### config.mk
export PLATFORM = sky130hd
export DESIGN_NAME = ad5683_spi_rx_flat
export DESIGN_NICKNAME = d
export VERILOG_FILES = /design/src/rtl/ad5683_spi_rx_if.sv /design/src/rtl/ad5683_spi_rx.sv /design/src/flat_wrapper.sv
export SDC_FILE = /design/constraint.sdc
export NUM_CORES = 1
export LEC_CHECK = 0
export ABC_AREA = 1
export CAP_MARGIN = 20
export CORE_MARGIN = 3
export CORE_UTILIZATION = 40
export DETAILED_ROUTE_END_ITERATION = 16
export MAX_ROUTING_LAYER = met4
export PLACE_DENSITY = 0.62
export SLEW_MARGIN = 10
export SYNTH_ARGS = -nofsm -noshare
export SYNTH_HDL_FRONTEND = slang
export SYNTH_SLANG_ARGS = --single-unit
export TNS_END_PERCENT = 1
### constraint.sdc
create_clock -name clk -period 1.65 [get_ports clk]
set_clock_uncertainty 0.1 [all_clocks]
set_input_delay 0.495 -clock clk [delete_from_list [all_inputs] [get_ports clk]]
set_output_delay 0.495 -clock clk [all_outputs]
set_load 0.1 [all_outputs]
### src/rtl/ad5683_spi_rx_if.sv
// SPI write-only bus for the AD5683 DAC link: sclk, mosi and frame select sync_n.
// The master drives the pins; the responder only observes them.
interface ad5683_spi_rx_if;
  logic sclk;
  logic mosi;
  logic sync_n;

  modport master (output sclk, mosi, sync_n);
  modport slave  (input  sclk, mosi, sync_n);
endinterface

### src/rtl/ad5683_spi_rx.sv
// AD5683 SPI responder: oversamples the SPI pins on clk, collects 24-bit write frames
// and keeps the DAC register model (input, DAC and control registers).
module ad5683_spi_rx #(
  parameter int SYNC_STAGES = 2,
  parameter int FRAME_BITS  = 24
) (
  input  logic                 clk,
  input  logic                 rst_n,
  ad5683_spi_rx_if.slave       spi,
  output logic [15:0]          input_reg,
  output logic [15:0]          dac_code,
  output logic [5:0]           ctrl_reg,
  output logic [3:0]           last_cmd,
  output logic                 frame_valid,
  output logic                 frame_err,
  output logic                 dac_upd
);

  typedef enum logic [1:0] {IDLE, SHIFT, DONE} state_t;

  localparam logic [4:0] FRAME_CNT = 5'(FRAME_BITS);
  localparam logic [4:0] CNT_MAX   = 5'd31;

  localparam logic [3:0] CMD_WR_INPUT  = 4'b0001;
  localparam logic [3:0] CMD_LDAC      = 4'b0010;
  localparam logic [3:0] CMD_WR_UPDATE = 4'b0011;
  localparam logic [3:0] CMD_WR_CTRL   = 4'b0100;

  logic [SYNC_STAGES-1:0] sclk_q, mosi_q, sync_q;
  logic                   sclk_d, sync_d;
  logic                   sclk_s, mosi_s, sync_n_s;
  logic                   sclk_fall, sync_fall, sync_rise;

  state_t      state;
  logic [4:0]  cnt;
  logic [23:0] shift;
  logic [3:0]  cmd;
  logic [15:0] data;

  // NOTE: synchroniser flops reset to the bus idle levels so releasing reset
  // never manufactures a false sclk or sync_n edge.
  always_ff @(posedge clk or negedge rst_n) begin
    if (!rst_n) begin
      sclk_q <= '0;
      mosi_q <= '0;
      sync_q <= '1;
      sclk_d <= 1'b0;
      sync_d <= 1'b1;
    end else begin
      sclk_q <= {sclk_q[SYNC_STAGES-2:0], spi.sclk};
      mosi_q <= {mosi_q[SYNC_STAGES-2:0], spi.mosi};
      sync_q <= {sync_q[SYNC_STAGES-2:0], spi.sync_n};
      sclk_d <= sclk_s;
      sync_d <= sync_n_s;
    end
  end

  assign sclk_s    = sclk_q[SYNC_STAGES-1];
  assign mosi_s    = mosi_q[SYNC_STAGES-1];
  assign sync_n_s  = sync_q[SYNC_STAGES-1];
  assign sclk_fall = sclk_d & ~sclk_s;
  assign sync_fall = sync_d & ~sync_n_s;
  assign sync_rise = ~sync_d & sync_n_s;

  assign cmd  = shift[23:20];
  assign data = shift[19:4];

  // NOTE: all state, registers and pulses use non-blocking assignments so every
  // branch below reads the pre-edge values regardless of statement order.
  always_ff @(posedge clk or negedge rst_n) begin
    if (!rst_n) begin
      state       <= IDLE;
      cnt         <= '0;
      shift       <= '0;
      input_reg   <= '0;
      dac_code    <= '0;
      ctrl_reg    <= '0;
      last_cmd    <= '0;
      frame_valid <= 1'b0;
      frame_err   <= 1'b0;
      dac_upd     <= 1'b0;
    end else begin
      frame_valid <= 1'b0;
      frame_err   <= 1'b0;
      dac_upd     <= 1'b0;

      case (state)
        IDLE: begin
          if (sync_fall) begin
            state <= SHIFT;
            cnt   <= '0;
            shift <= '0;
          end
        end

        // Frame close wins over a coincident sclk edge: that edge is not counted.
        SHIFT: begin
          if (sync_rise) begin
            state <= DONE;
          end else if (sclk_fall) begin
            shift <= {shift[22:0], mosi_s};
            if (cnt != CNT_MAX) cnt <= cnt + 5'd1;
          end
        end

        DONE: begin
          state <= IDLE;
          if (cnt == FRAME_CNT) begin
            frame_valid <= 1'b1;
            last_cmd    <= cmd;
            case (cmd)
              CMD_WR_INPUT: input_reg <= data;
              CMD_LDAC: begin
                dac_code <= input_reg;
                dac_upd  <= 1'b1;
              end
              CMD_WR_UPDATE: begin
                input_reg <= data;
                dac_code  <= data;
                dac_upd   <= 1'b1;
              end
              CMD_WR_CTRL: begin
                if (shift[19]) begin
                  input_reg <= '0;
                  dac_code  <= '0;
                  ctrl_reg  <= '0;
                end else begin
                  ctrl_reg <= shift[19:14];
                end
              end
              default: ;
            endcase
          end else begin
            frame_err <= 1'b1;
          end
        end

        default: state <= IDLE;
      endcase
    end
  end

endmodule

### src/flat_wrapper.sv
// flat-port wrapper written by rule: the top's interface ports become plain ports
module ad5683_spi_rx_flat 
#(
  parameter int SYNC_STAGES = 2,
  parameter int FRAME_BITS  = 24
)
  (clk, rst_n, input_reg, dac_code, ctrl_reg, last_cmd, frame_valid, frame_err, dac_upd, spi_sclk, spi_mosi, spi_sync_n);
  ad5683_spi_rx_if spi_i ();
  input  logic clk;
  input  logic rst_n;
  output logic [15:0] input_reg;
  output logic [15:0] dac_code;
  output logic [5:0] ctrl_reg;
  output logic [3:0] last_cmd;
  output logic frame_valid;
  output logic frame_err;
  output logic dac_upd;
  input wire logic [$bits(spi_i.sclk)-1:0] spi_sclk;
  input wire logic [$bits(spi_i.mosi)-1:0] spi_mosi;
  input wire logic [$bits(spi_i.sync_n)-1:0] spi_sync_n;
  assign spi_i.sclk = spi_sclk;
  assign spi_i.mosi = spi_mosi;
  assign spi_i.sync_n = spi_sync_n;
  ad5683_spi_rx #(.SYNC_STAGES(SYNC_STAGES), .FRAME_BITS(FRAME_BITS)) u_core (.clk(clk), .rst_n(rst_n), .spi(spi_i), .input_reg(input_reg), .dac_code(dac_code), .ctrl_reg(ctrl_reg), .last_cmd(last_cmd), .frame_valid(frame_valid), .frame_err(frame_err), .dac_upd(dac_upd));
endmodule
# Word-level counts from Yosys, hierarchy flattened
# Cells that the tools add are included.
# op_classes
div_mod_pow	0
mul	0
reduce_logical	13
n_addsub	1
n_lt_le_gt_ge	0
bitwise	6
eq_ne	14
n_shift	0
n_mux	23
# ops
op	n
$mux W24	3
$pmux W16 S3	1
$pmux W24 S2	1
$pmux W16 S2	1
$mux W5	5
$mux W16	1
$reduce_and A4 Y1	3
$ne A2 B1 Y1 const B	5
$pmux W5 S2	1
$eq A4 B2 Y1 const B	2
$mux W1	7
$add A5 B1 Y5 const B	1
$eq A5 B5 Y1 const B	1
$ne A5 B5 Y1 const B	1
$reduce_and A5 Y1	1
$eq A4 B1 Y1 const B	1
$eq A4 B3 Y1 const B	1
$mux W2	2
$pmux W2 S2	1
$reduce_and A2 Y1	2
$reduce_bool A2 Y1	2
$reduce_or A2 Y1	2
$and A1 B1 Y1	3
$not A1 Y1	3
other kinds (6)	6
# word_totals
wordCells	72
memories	0
ram_bits	0
latch_bits	0
romBits	0
ff_bits	84
out_inout_bits	45

# Longest topological paths before layout
# Gate-level depths: netlist of the first run.
# depth
word_depth	5
mapped_depth	11
ltp_nobuf	10

# Least setup slack after synthesis of the first run
# OpenSTA, ideal clock, no wires.
# synth_timing
kind	register to register
startpoint	reg u_core.cnt[0]
endpoint	reg u_core.dac_code[10]
t_required_ns	1.482
period_less_slack_ns	1.566
n_path_buf	1
t_arrival_ns	1.399
path_stages_with_launch	12
path_slack_ns	0.084
path_cell_list	dfrtp_1 > inv_1 > ha_1 > nand2_1 > inv_1 > nand2_1 > inv_1 > nand2_2 > nor2_4 > buf_6 > nand2_1 > nand2_1
# synth_between
elab_chain_cells	2
# synth_lines
item	line	text
start, declared	ad5683_spi_rx.sv:35	logic [4:0] cnt;
start signal, assigned	ad5683_spi_rx.sv:102	if (cnt != CNT_MAX) cnt <= cnt + 5'd1;
$eq A5 B5 Y1	ad5683_spi_rx.sv:108	if (cnt == FRAME_CNT) begin
$reduce_and A4 Y1 (no source line)	-	
end signal, assigned	ad5683_spi_rx.sv:114	dac_code <= input_reg;
end signal, assigned	ad5683_spi_rx.sv:119	dac_code <= data;
end, declared	ad5683_spi_rx.sv:11	output logic [15:0] dac_code,
# Every way passes these cells.
# A chain may end at the register's enable or synchronous reset.

# Final worst setup path of the first run
# layout_timing
startpoint	reg u_core.cnt[0]
endpoint	reg u_core.cnt[3]
# layout_between
elab_chain_cells	5
word_cells_on_any_way	8
# layout_lines
item	line	text
$add A5 B1 Y5	ad5683_spi_rx.sv:102	
$mux W5	ad5683_spi_rx.sv:102	
$mux W5	ad5683_spi_rx.sv:100	end else if (sclk_fall) begin
$mux W5	ad5683_spi_rx.sv:98	if (sync_rise) begin
$pmux W5 S2	ad5683_spi_rx.sv:87	case (state)
# Parallel ways exist; a longest one is shown, timed or not. The select of a mux whose other input is x is not followed.

==> results of run 1 <==
[stage by stage]
stage               total power [mW]  setup TNS, ns  instance area, um2  hold WS (ns)   util
floorplan                       2.43              0                3770        0.0994      -
global placement                2.62              0                4940         0.232  0.553
detailed placement              2.62              0                4940         0.245  0.553
CTS                             4.07              0                5150         0.258  0.576
global route                    4.22         -0.360                5180         0.268  0.580
finish                          4.04              0                5180         0.258  0.580
[path summary, 6_finish.rpt]
check	startpoint	end	slack [ns]
min in group asynchronous	rst_n	u_core.shift[16]	0.47
setup / recovery	u_core.cnt[0]	u_core.cnt[3]	0.06
hold / removal	u_core.sync_q[0]	u_core.sync_q[1]	0.26
hold reg to reg	u_core.sync_q[0]	u_core.sync_q[1]	0.26
max in group asynchronous	rst_n	u_core.shift[23]	0.50
setup reg to reg	u_core.cnt[0]	u_core.cnt[3]	0.06
[cell type report]
class                   count  area (um2)  share of cell area
repair buffers             73        1180               0.228
clock buffers              11         141              0.0273
flip-flops and latches     83        2080               0.402
well taps                 108         135              0.0261
clock inverters             5        52.6              0.0101
inverters                  31         119              0.0229
multi-input cells         307        1470               0.284
[worst max-delay path, cell delays in order, from the launching register on]
cell and delay (ns):
dfrtp_1 0.38, buf_4 0.15, ha_1 0.22, nand2_2 0.09, nor2_2 0.04, ha_1 0.16
nand2_1 0.11, nand2_2 0.10, nand2_1 0.09, nand2_1 0.05
[power by group through the flow]
stage	sequential [mW]	combinational (mW)	clock (mW)
after floorplan	2.19	0.238	0
after global placement	2.17	0.448	0
after global routing	2.14	0.523	1.56
after CTS	2.13	0.458	1.49
final	2.13	0.461	1.45
after detailed placement	2.17	0.454	0
[repair_timing]
action,CTS,global route
gates resized for setup,0,15
endpoints found under the setup margin,0,55
hold endpoints to repair,16,0
hold buffers,1,0
[logic make-up (layout without fill, tap and decap cells)]
| family | count (synthesis) | in the layout | share of synthesized area |
|---|---|---|---|
| DFF | 83 | 83 | 0.552 |
| and+or+nand+nor | 268 | 268 | 0.327 |
| buffers and inverters | 52 | 120 | 0.0640 |
| adders and majority gates | 3 | 3 | 0.00995 |
| AOI/OAI and AO/OA | 35 | 35 | 0.0464 |
| other | 1 | 1 | 0.000994 |
[per-layer routing]
layer  wire [um]  part of all wire
met3         432             0.051
met1        3880              0.46
met5           0                 0
met4         127             0.015
met2        4060              0.48
[cell usage in the layout (no fill, tap or decap), types with 2 or more instances in the layout]
cell and instances:
buf_4 17, buf_12 49, nor2_1 9, buf_6 3, nand3b_1 2, nand2_2 9, inv_1 24, dfstp_2 3
clkdlybuf4s50_1 3, nand3_2 2, nand4_1 18, nand3_1 51, o21ai_0 9, dfrtp_2 2, nor2_2 5, clkbuf_8 10
a21oi_1 15, nand3_4 2, nor2_4 2, inv_2 5, dfrtp_1 78, clkinv_2 3, ha_1 3, nand2_1 164
o21ai_1 11, nor2_8 2
==> run metrics, run 1 <==
CP arrival 1.74 ns; Fin. Hold Viols 0; Post-Layout Cell Count 618; Tot GR Track Use 0.182; met3 usage 0.0264; most frequent cell after synthesis nand2_1; Core Area 8930 um2; grt met2 use 0.284; clock buffer depth 2; number of synthesized flops with an enable pin 0; fraction of layout cells with a size suffix above 1 0.231; Final Slew Violations 0; cells after synthesis 442; Area Growth Syn to Fin 37.4%; routability congestion estimate 0.787; Seq cells post-synth 83; yosys warns 0; ys flop type dfrtp_1; Place WS 0.0273 ns; Chip Height 103 um; vias in the first global route 3062; status finished clean; CTS Sinks 83; Post-Syn Area 3770 um2; register share of total power 0.528; DR iter-0 viols 134; endpoint class of the critical path register; Switching Fraction 0.259; Port Buffers 48; total leakage power 2.57 nW; fin crit period 1.59 ns; Distinct cells, synth 28; Worst Path Required 1.80 ns; Die ar. 10600 um2; floorplan die width 103 um; pin count of the biggest net entering global routing 34; Post-synth top cells nand2_1, dfrtp_1, nand3_1, inv_1, nand4_1; combinational power share 0.114; Int Power 2.99 mW; Final ANT Viol Nets 0; number of endpoints failing setup at the final stage 0; Routed WL per cell 13.7 um; max reg flops 24; GRT overflow 0; CTS Buf Count 9; standard-cell rows 34; TritonCTS clock tree done; first-pass GRT wire length 14700 um; critical path class register to register; # DRC 0; GR peak layer met2; GR Layer Usage met1 0.245; Worst VDD drop 0.000449 V; total I/O pin count 50; Synth area leader dfrtp_1; clock share of power 0.358; Nets 513; fillcell total 757; setup bufs post-CTS 0; crit path launch type register; H-Tree Depth 3; clk_lat worst skew 0.35 ns; net switching power 1.05 mW; vias 3128; Setup WS post-layout 0.0592 ns; Period Utilization, post-route 0.964; pwr/cell area 779 nW/um2; sequential area share after synthesis 0.552; CTS Root Cell clkbuf_8; Yosys top cell area share 0.531; crit-path max FO 5; Diodes inserted 0; DPL Wire Length 5950 um; initial core utilization 0.422; worst hold path type register to register; number of detailed-route iterations in the first pass 4; mean area per synthesized cell 8.53 um2; initial antenna violation count 0; Clock transition at path regs 0.08 ns; Max Fclk 629 MHz; vias per inst 5.06; Max Cap Viol 0; net count after synthesis 450; hold depth 0; RSZ-0062 raised after global routing yes; Post-synth ARST share 1.00; r2r worst-path depth 9; Synth area leaders dfrtp_1, nand2_1, nand3_1; drt total wl 8500 um; Placed Instances 601
Power figures use the tool's default switching activity.
==> run 2: changes to the inputs <==
--- a/config.mk
+++ b/config.mk
@@ -9,6 +9,7 @@
 export CAP_MARGIN = 20
 export CORE_MARGIN = 3
 export CORE_UTILIZATION = 40
+export CTS_CLUSTER_DIAMETER = 80
 export DETAILED_ROUTE_END_ITERATION = 16
 export MAX_ROUTING_LAYER = met4
 export PLACE_DENSITY = 0.62
==> results of run 2 <==
Same layout as run 1: the final DEF is identical, and so are final timing and power.
